===== src/rtl/decode_stage.sv =====
// Multi-lane RV64I decode stage: field extraction, immediates, x0-aware operand flags,
// illegal-lane detection with bundle truncation, one registered output slot with backpressure.
module decode_stage #(
  parameter int DATA_WIDTH = 64,
  parameter int DECODE_NUM = 4,
  parameter int PC_WIDTH   = 64
) (
  input  logic                             clk,
  input  logic                             rst,
  input  logic                             flush,
  input  logic                             in_valid,
  output logic                             in_ready,
  input  logic [32*DECODE_NUM-1:0]         in_instr,
  input  logic [DECODE_NUM-1:0]            in_lane_v,
  input  logic [PC_WIDTH-1:0]              in_pc,
  output logic                             out_valid,
  input  logic                             out_ready,
  output logic [DECODE_NUM-1:0]            out_lane_v,
  output logic [PC_WIDTH*DECODE_NUM-1:0]   out_pc,
  output logic [7*DECODE_NUM-1:0]          out_opcode,
  output logic [3*DECODE_NUM-1:0]          out_func3,
  output logic [DECODE_NUM-1:0]            out_func7,
  output logic [5*DECODE_NUM-1:0]          out_rs1,
  output logic [5*DECODE_NUM-1:0]          out_rs2,
  output logic [5*DECODE_NUM-1:0]          out_rd,
  output logic [DATA_WIDTH*DECODE_NUM-1:0] out_imme,
  output logic [DECODE_NUM-1:0]            out_prs1_v,
  output logic [DECODE_NUM-1:0]            out_prs2_v,
  output logic [DECODE_NUM-1:0]            out_prd_v,
  output logic [DECODE_NUM-1:0]            out_illegal
);

  localparam logic [6:0] OP_R     = 7'b0110011;
  localparam logic [6:0] OP_RW    = 7'b0111011;
  localparam logic [6:0] OP_JALR  = 7'b1100111;
  localparam logic [6:0] OP_LOAD  = 7'b0000011;
  localparam logic [6:0] OP_I     = 7'b0010011;
  localparam logic [6:0] OP_IW    = 7'b0011011;
  localparam logic [6:0] OP_LUI   = 7'b0110111;
  localparam logic [6:0] OP_AUIPC = 7'b0010111;
  localparam logic [6:0] OP_JAL   = 7'b1101111;
  localparam logic [6:0] OP_B     = 7'b1100011;
  localparam logic [6:0] OP_STORE = 7'b0100011;

  function automatic logic [DATA_WIDTH-1:0] sext32(input logic [31:0] v);
    logic [DATA_WIDTH-1:0] r;
    r       = {DATA_WIDTH{v[31]}};
    r[31:0] = v;
    return r;
  endfunction

  function automatic logic [31:0] imm_i(input logic [31:0] ins);
    return {{20{ins[31]}}, ins[31:20]};
  endfunction

  function automatic logic [31:0] imm_s(input logic [31:0] ins);
    return {{20{ins[31]}}, ins[31:25], ins[11:7]};
  endfunction

  function automatic logic [31:0] imm_b(input logic [31:0] ins);
    return {{19{ins[31]}}, ins[31], ins[7], ins[30:25], ins[11:8], 1'b0};
  endfunction

  function automatic logic [31:0] imm_u(input logic [31:0] ins);
    return {ins[31:12], 12'b0};
  endfunction

  function automatic logic [31:0] imm_j(input logic [31:0] ins);
    return {{11{ins[31]}}, ins[31], ins[19:12], ins[20], ins[30:21], 1'b0};
  endfunction

  logic [DECODE_NUM-1:0] w_cls_r, w_cls_i, w_cls_u, w_cls_j, w_cls_b, w_cls_s;
  logic [DECODE_NUM-1:0] w_bad, w_lane_v, w_illegal;
  logic [DECODE_NUM-1:0] w_prs1_v, w_prs2_v, w_prd_v, w_func7;
  logic [PC_WIDTH*DECODE_NUM-1:0]   w_pc;
  logic [7*DECODE_NUM-1:0]          w_opcode;
  logic [3*DECODE_NUM-1:0]          w_func3;
  logic [5*DECODE_NUM-1:0]          w_rs1, w_rs2, w_rd;
  logic [DATA_WIDTH*DECODE_NUM-1:0] w_imme;
  logic                             w_xfer;

  logic                             r_valid;
  logic [DECODE_NUM-1:0]            r_lane_v, r_illegal, r_prs1_v, r_prs2_v, r_prd_v, r_func7;
  logic [PC_WIDTH*DECODE_NUM-1:0]   r_pc;
  logic [7*DECODE_NUM-1:0]          r_opcode;
  logic [3*DECODE_NUM-1:0]          r_func3;
  logic [5*DECODE_NUM-1:0]          r_rs1, r_rs2, r_rd;
  logic [DATA_WIDTH*DECODE_NUM-1:0] r_imme;

  always_comb begin : classify
    w_cls_r = '0;
    w_cls_i = '0;
    w_cls_u = '0;
    w_cls_j = '0;
    w_cls_b = '0;
    w_cls_s = '0;
    w_bad   = '0;
    for (int i = 0; i < DECODE_NUM; i++) begin
      case (in_instr[32*i +: 7])
        OP_R, OP_RW:                    w_cls_r[i] = 1'b1;
        OP_JALR, OP_LOAD, OP_I, OP_IW:  w_cls_i[i] = 1'b1;
        OP_LUI, OP_AUIPC:               w_cls_u[i] = 1'b1;
        OP_JAL:                         w_cls_j[i] = 1'b1;
        OP_B:                           w_cls_b[i] = 1'b1;
        OP_STORE:                       w_cls_s[i] = 1'b1;
        default:                        ;
      endcase
      w_bad[i] = in_lane_v[i] &
                 (~(w_cls_r[i] | w_cls_i[i] | w_cls_u[i] | w_cls_j[i] | w_cls_b[i] | w_cls_s[i]) |
                  (in_instr[32*i +: 2] != 2'b11));
    end
  end

  // Lanes up to and including the first illegal one survive; everything younger is dropped.
  always_comb begin : truncate
    logic seen;
    seen      = 1'b0;
    w_lane_v  = '0;
    w_illegal = '0;
    for (int i = 0; i < DECODE_NUM; i++) begin
      if (!seen) begin
        w_lane_v[i] = in_lane_v[i];
        if (w_bad[i]) begin
          w_illegal[i] = 1'b1;
          seen         = 1'b1;
        end
      end
    end
  end

  always_comb begin : decode
    logic [31:0] ins;
    logic        ok;
    ins      = '0;
    ok       = 1'b0;
    w_pc     = '0;
    w_opcode = '0;
    w_func3  = '0;
    w_func7  = '0;
    w_rs1    = '0;
    w_rs2    = '0;
    w_rd     = '0;
    w_imme   = '0;
    w_prs1_v = '0;
    w_prs2_v = '0;
    w_prd_v  = '0;
    for (int i = 0; i < DECODE_NUM; i++) begin
      ins = in_instr[32*i +: 32];
      ok  = w_lane_v[i] & ~w_illegal[i];
      w_pc[PC_WIDTH*i +: PC_WIDTH] = in_pc + (PC_WIDTH'(i) << 2);
      w_opcode[7*i +: 7] = ins[6:0];
      w_func3[3*i +: 3]  = ins[14:12];
      w_func7[i]         = ins[30];
      w_rs1[5*i +: 5]    = ins[19:15];
      w_rs2[5*i +: 5]    = ins[24:20];
      w_rd[5*i +: 5]     = ins[11:7];
      // Reads/writes of x0 never create a dependency, so those flags stay low.
      w_prs1_v[i] = ok & (w_cls_r[i] | w_cls_i[i] | w_cls_s[i] | w_cls_b[i]) & (|ins[19:15]);
      w_prs2_v[i] = ok & (w_cls_r[i] | w_cls_s[i] | w_cls_b[i]) & (|ins[24:20]);
      w_prd_v[i]  = ok & (w_cls_r[i] | w_cls_i[i] | w_cls_u[i] | w_cls_j[i]) & (|ins[11:7]);
      if (w_illegal[i])    w_imme[DATA_WIDTH*i +: DATA_WIDTH] = '0;
      else if (w_cls_i[i]) w_imme[DATA_WIDTH*i +: DATA_WIDTH] = sext32(imm_i(ins));
      else if (w_cls_s[i]) w_imme[DATA_WIDTH*i +: DATA_WIDTH] = sext32(imm_s(ins));
      else if (w_cls_b[i]) w_imme[DATA_WIDTH*i +: DATA_WIDTH] = sext32(imm_b(ins));
      else if (w_cls_u[i]) w_imme[DATA_WIDTH*i +: DATA_WIDTH] = sext32(imm_u(ins));
      else if (w_cls_j[i]) w_imme[DATA_WIDTH*i +: DATA_WIDTH] = sext32(imm_j(ins));
      else                 w_imme[DATA_WIDTH*i +: DATA_WIDTH] = '0;
    end
  end

  assign in_ready = ~flush & (~r_valid | out_ready);
  assign w_xfer   = in_valid & in_ready;

  // Output register stage: flush wins, then a new transfer, then a drain.
  always_ff @(posedge clk or posedge rst) begin
    if (rst) begin
      r_valid   <= 1'b0;
      r_lane_v  <= '0;
      r_illegal <= '0;
      r_prs1_v  <= '0;
      r_prs2_v  <= '0;
      r_prd_v   <= '0;
      r_func7   <= '0;
      r_pc      <= '0;
      r_opcode  <= '0;
      r_func3   <= '0;
      r_rs1     <= '0;
      r_rs2     <= '0;
      r_rd      <= '0;
      r_imme    <= '0;
    end else if (flush) begin
      r_valid <= 1'b0;
    end else if (w_xfer) begin
      r_valid   <= 1'b1;
      r_lane_v  <= w_lane_v;
      r_illegal <= w_illegal;
      r_prs1_v  <= w_prs1_v;
      r_prs2_v  <= w_prs2_v;
      r_prd_v   <= w_prd_v;
      r_func7   <= w_func7;
      r_pc      <= w_pc;
      r_opcode  <= w_opcode;
      r_func3   <= w_func3;
      r_rs1     <= w_rs1;
      r_rs2     <= w_rs2;
      r_rd      <= w_rd;
      r_imme    <= w_imme;
    end else if (out_ready) begin
      r_valid <= 1'b0;
    end
  end

  assign out_valid   = r_valid;
  assign out_lane_v  = r_lane_v;
  assign out_illegal = r_illegal;
  assign out_prs1_v  = r_prs1_v;
  assign out_prs2_v  = r_prs2_v;
  assign out_prd_v   = r_prd_v;
  assign out_func7   = r_func7;
  assign out_pc      = r_pc;
  assign out_opcode  = r_opcode;
  assign out_func3   = r_func3;
  assign out_rs1     = r_rs1;
  assign out_rs2     = r_rs2;
  assign out_rd      = r_rd;
  assign out_imme    = r_imme;

endmodule


===== config.mk =====
export PLATFORM = sky130hd
export DESIGN_NAME = decode_stage
export DESIGN_NICKNAME = d
export VERILOG_FILES = /design/src/rtl/decode_stage.sv
export SDC_FILE = /design/constraint.sdc
export NUM_CORES = 1
export LEC_CHECK = 0
export CAP_MARGIN = 20
export CELL_PAD_IN_SITES_DETAIL_PLACEMENT = 1
export CELL_PAD_IN_SITES_GLOBAL_PLACEMENT = 2
export CORE_AREA = 2 2 323 325
export CTS_BUF_LIST = sky130_fd_sc_hd__clkbuf_2
export DETAILED_ROUTE_END_ITERATION = 16
export DIE_AREA = 0 0 325 327
export PLACE_DENSITY = 0.77
export SETUP_SLACK_MARGIN = 0.02
export SYNTH_ARGS = -nofsm -noshare
export SYNTH_HDL_FRONTEND = slang
export SYNTH_SLANG_ARGS = --single-unit
export TNS_END_PERCENT = 50

===== constraint.sdc =====
create_clock -name clk -period 14 [get_ports clk]
set_input_delay 1.4 -clock clk [delete_from_list [all_inputs] [get_ports clk]]
set_output_delay 1.4 -clock clk [all_outputs]
set_load 0.01 [all_outputs]

---- After elaboration in Yosys (flattened, before gate mapping) ----
Cells that the tools add are included.
cells by class
  add/subtract/negate cells ............... 3
  equal/unequal tests ..................... 48
  order comparisons ....................... 0
  reductions and logical operators ........ 26
  mux-type cells .......................... 63
  multiply operators ...................... 0
  shifts and indexed selects .............. 0
  div/mod/pow operators ................... 0
  bitwise logic cells ..................... 85
operators with widths
  operator                                              count
  two-way mux 64 bit                                    24
  adder 64 x 4 -> 64 bit (second input constant)        2
  equality test 7 x 6 -> 1 bit (second input constant)  16
  equality test 7 x 5 -> 1 bit (second input constant)  12
  equality test 7 bit (second input constant)           12
  adder 64 x 3 -> 64 bit (second input constant)        1
  OR reduction 5 bit                                    12
  bitwise OR 1 bit                                      41
  two-way mux 1 bit                                     39
  bitwise AND 1 bit                                     34
  equality test 7 x 2 -> 1 bit (second input constant)  4
  OR reduction 2 bit                                    8
  OR reduction 4 bit                                    4
  NOT 1 bit                                             10
  != test 2 bit (second input constant)                 4
  nonzero test 3 bit                                    1
  AND reduction 2 bit                                   1
word-level totals
  bits in latches ......................... 0
  bits in writable memories ............... 0
  memories ................................ 0
  output and inout bits ................... 638
  bits in registers ....................... 637
  memory bits (read-only) ................. 0
  input port bits ......................... 201

---- Longest topological paths before layout ----
  depth in word-level cells ............... 19
  depth in mapped cells ................... 9

---- Least setup slack after synthesis ----
OpenSTA, ideal clock, no wires.
  kind .................................... input to register
  from .................................... input in_pc[10]
  to ...................................... register r_pc[253] (netlist: out_pc[253])
  library setup time ...................... 0.137 ns
  slack ................................... 10.822 ns
  stages on the path ...................... 7
  data arrival time ....................... 3.042 ns
  path through ............................ buf_2 > nand4_4 > nor4_2 > nand3_1 > or3_1 > nand3_1 > o211ai_1
between the ends
  word-level cells in the longest chain between the ends .. 1
ends and longest elaborated chain
  item                    RTL line  RTL
  from (decl)             15        input logic [PC_WIDTH-1:0] in_pc,
  adder 64 x 4 -> 64 bit  150       w_pc[PC_WIDTH*i +: PC_WIDTH] = in_pc + (PC_WIDTH'(i) << 2);
  to (signal assigned)    201       r_pc <= w_pc;
  to (decl)               84        logic [PC_WIDTH*DECODE_NUM-1:0] r_pc;
Every way passes these cells.
A chain may end at the register's enable or synchronous reset.

==> flow_summary.ini <==
[power]
power.leakage_uw = 0.0148
p_int_uw = 2580
p_switching_uw = 1330
p_per_area_nw_per_um2 = 113
pwr-share-clk = 0.303
p_sw_frac = 0.340
ir_drop_v = 0.0000554
pwr-share-seq = 0.445
combinationalPowerShare = 0.253

[timing]
period_minus_slack_ns = 4.51
tightest_slew_ns = 0.996
timing.final.hold_violations = 0
relSlewSlack = 0.330
fin_worst_skew_ns = 0.0872
fmax_mhz = 222
rsz0062_at_grt = no
final-setup-viol-count = 0
period_share = 0.322
setup_tns_ns = 0
drv_slew = 0

[global_routing]
grt_use_met2 = 0.355
grt-busiest-layer = met2
grt_pass1_vias = 24558
grt-ovfl-total = 0
gr-usage-met3 = 0.0795
grt_pass1_wl_mm = 170
grt.total_usage = 0.215
grt_use_met1 = 0.256
grt_max_degree = 193
antenna_found_initial = 11

[floorplanning]
ios = 839
die_h_um = 327
rows = 118
core_um2 = 103000
die_area_um2 = 106000
die_w_um = 325
initial_core_util = 0.238

[route]
dr.pass1.iters = 5
routed_wl_mm = 116
vias = 23004
drc = 0
drtIter0Drc = 1221
wl_per_cell_um = 23.3
vias_per_cell = 4.61
final_antenna_net_count = 0

[placed_design]
place.port_buffers = 838
hpwl_mm = 88.0
place_congestion = 0.928

[critical_path]
cp_slowest_cell = dfrtp_1
crit_family = flip-flops
cp-end-kind = output port
cp_slowest_stage_delay_ns = 1.01
arrival_ns = 3.11
path_cells = clkdlybuf4s50_1
worst-path-stages = 1
critical_path_required_ns = 12.60
setup.worst_path.class = reg -> out
reg2reg_depth = 6
startpoint_type = register
cp.buffers_inverters = 1
path_max_fanout = 34

[outcome]
outcome = completed

[flow_run]
cap_violations = 0

[clock_network]
cts_buffers = 149
clock_path_buffers = 3
path_clk_slew_ns = 0.10
htreeDepth = 4
post_cts_buffers = 0
root_buffer = clkbuf_2
cts_tree = done
cts_hold_buf = 0
ctsResizeCount = 0
clock_latency_ns = 1.42
cts.sinks = 501

[synthesis]
ys_dominant_reg_cell = dfrtp_1
synthCells = 2818
ys_types = 68
syn_avg_cell_area_um2 = 8.70
synth_nets = 3023
seq_area_frac_synth = 0.512
ys_warn_count = 0
synth-edff-count = 0
syn_area_um2 = 24500
ys_seq_elements = 501
synthArstFlopShare = 1.00

[finish]
multi_input_area_um2 = 10100
final_common_cell = clkdlybuf4s50_1
drive_gt1_frac = 0.0806
final_util = 0.335
fill_cells = 12156
register_area_um2 = 12500
final_cell_mix = clkdlybuf4s50_1 (838), nand2_1 (826), dfrtp_1 (501)
nets = 3712
area_delta_synth_final_pct = 40.6

[hold_path]
hp-class = in -> async
==> stage by stage <==
| step | setup WS, ns | std cells | power, uW | instance area, um^2 | hold WS (ns) |
|---|---|---|---|---|---|
| after global routing | 9.18 | 4984 | 4140 | 34400 | 0.272 |
| after detailed placement | 8.89 | 4735 | 2760 | 33100 | 0.459 |
| after floorplan | 5.80 | 2818 | 2120 | 24500 | 0.507 |
| final | 9.49 | 4986 | 3910 | 34400 | 0.436 |
| after CTS | 9.04 | 4979 | 3980 | 34400 | 0.186 |
| after global placement | 8.86 | 4731 | 2750 | 33100 | 0.455 |
==> power groups by stage <==
| stage | sequential, uW | combinational [uW] | clock (uW) |
|---|---|---|---|
| finish | 1740 | 987 | 1180 |
| global route | 1760 | 1070 | 1310 |
| CTS | 1740 | 1000 | 1240 |
| detailed placement | 1770 | 998 | 0 |
| global placement | 1760 | 989 | 0 |
| floorplan | 1820 | 301 | 0 |
==> worst paths after layout <==
check	start	to	slack (ns)
worst max-delay path	out_imme[191]	out_imme[167]	9.49
worst min-delay path	rst	out_pc[203]	0.44
worst max register to register	out_valid	out_imme[153]	10.40
worst min register to register	out_rs1[6]	out_rs1[6]	0.48
max in group asynchronous	rst	out_rs1[19]	10.59
min in group clk	out_rs1[6]	out_rs1[6]	0.48
==> synthesized netlist by cell type, types with 7 or more instances <==
master      n  area, um^2
o21ai_0   297        1490
nor3_1     41         205
buf_4     140        1050
or3_1      12        75.1
dfrtp_1   501       12500
mux2i_1    21         210
inv_1      21        78.8
nor2b_1     8        50.1
buf_2      35         175
xor2_1     49         429
nor4_1     19         119
a22o_1     37         324
nand2b_1   15        93.8
buf_1      13        48.8
a21oi_1    83         415
nor2_1    165         619
and3_1     12        75.1
clkbuf_1  143         537
nand4_1    37         231
and2_1     11        68.8
xnor2_1   115        1010
nand2_1   826        3100
o211ai_1   15         113
nand3_1    76         380
or4_1       9        67.6
o21a_1      7        52.6
o21ai_1    10        50.1
a21o_1     11        82.6
==> routing by layer <==
metal	share of wire	wire length, um
met2	0.48	55500
met3	0.083	9690
met5	0.00071	82
met4	0.032	3680
met1	0.41	47200
==> logic make-up (layout without fill, tap and decap cells) <==
group | Yosys count | count (layout) | synth area share
flip-flops | 501 | 501 | 0.512
buffers and inverters | 355 | 1137 | 0.0780
XOR/XNOR | 164 | 164 | 0.0586
AND/OR/NAND/NOR | 1273 | 1273 | 0.225
multiplexers | 21 | 21 | 0.00858
adder cells (fa/ha/maj) | 4 | 4 | 0.00204
AO/OA/AOI/OAI | 500 | 500 | 0.116
other | 0 | 6 | 0
==> final cells by class <==
| type | count | area share |
|---|---|---|
| Sequential cell | 501 | 0.364 |
| Multi-Input combinational cell | 1962 | 0.292 |
| Clock inverter | 21 | 0.00567 |
| Inverter | 22 | 0.00251 |
| Tap cell | 1380 | 0.0501 |
| Timing Repair Buffer | 871 | 0.253 |
| Antenna cell | 6 | 0.000436 |
| Clock buffer | 223 | 0.0324 |
==> flip-flops by register name, indices dropped and copies added, names as in the netlist <==
name,count
out_func3,12
out_func7,4
out_illegal,4
out_imme,128
out_lane_v,4
out_opcode,28
out_pc,248
out_prd_v,4
out_prs1_v,4
out_prs2_v,4
out_rd,20
out_rs1,20
out_rs2,20
out_valid,1
Power figures use the tool's default switching activity.
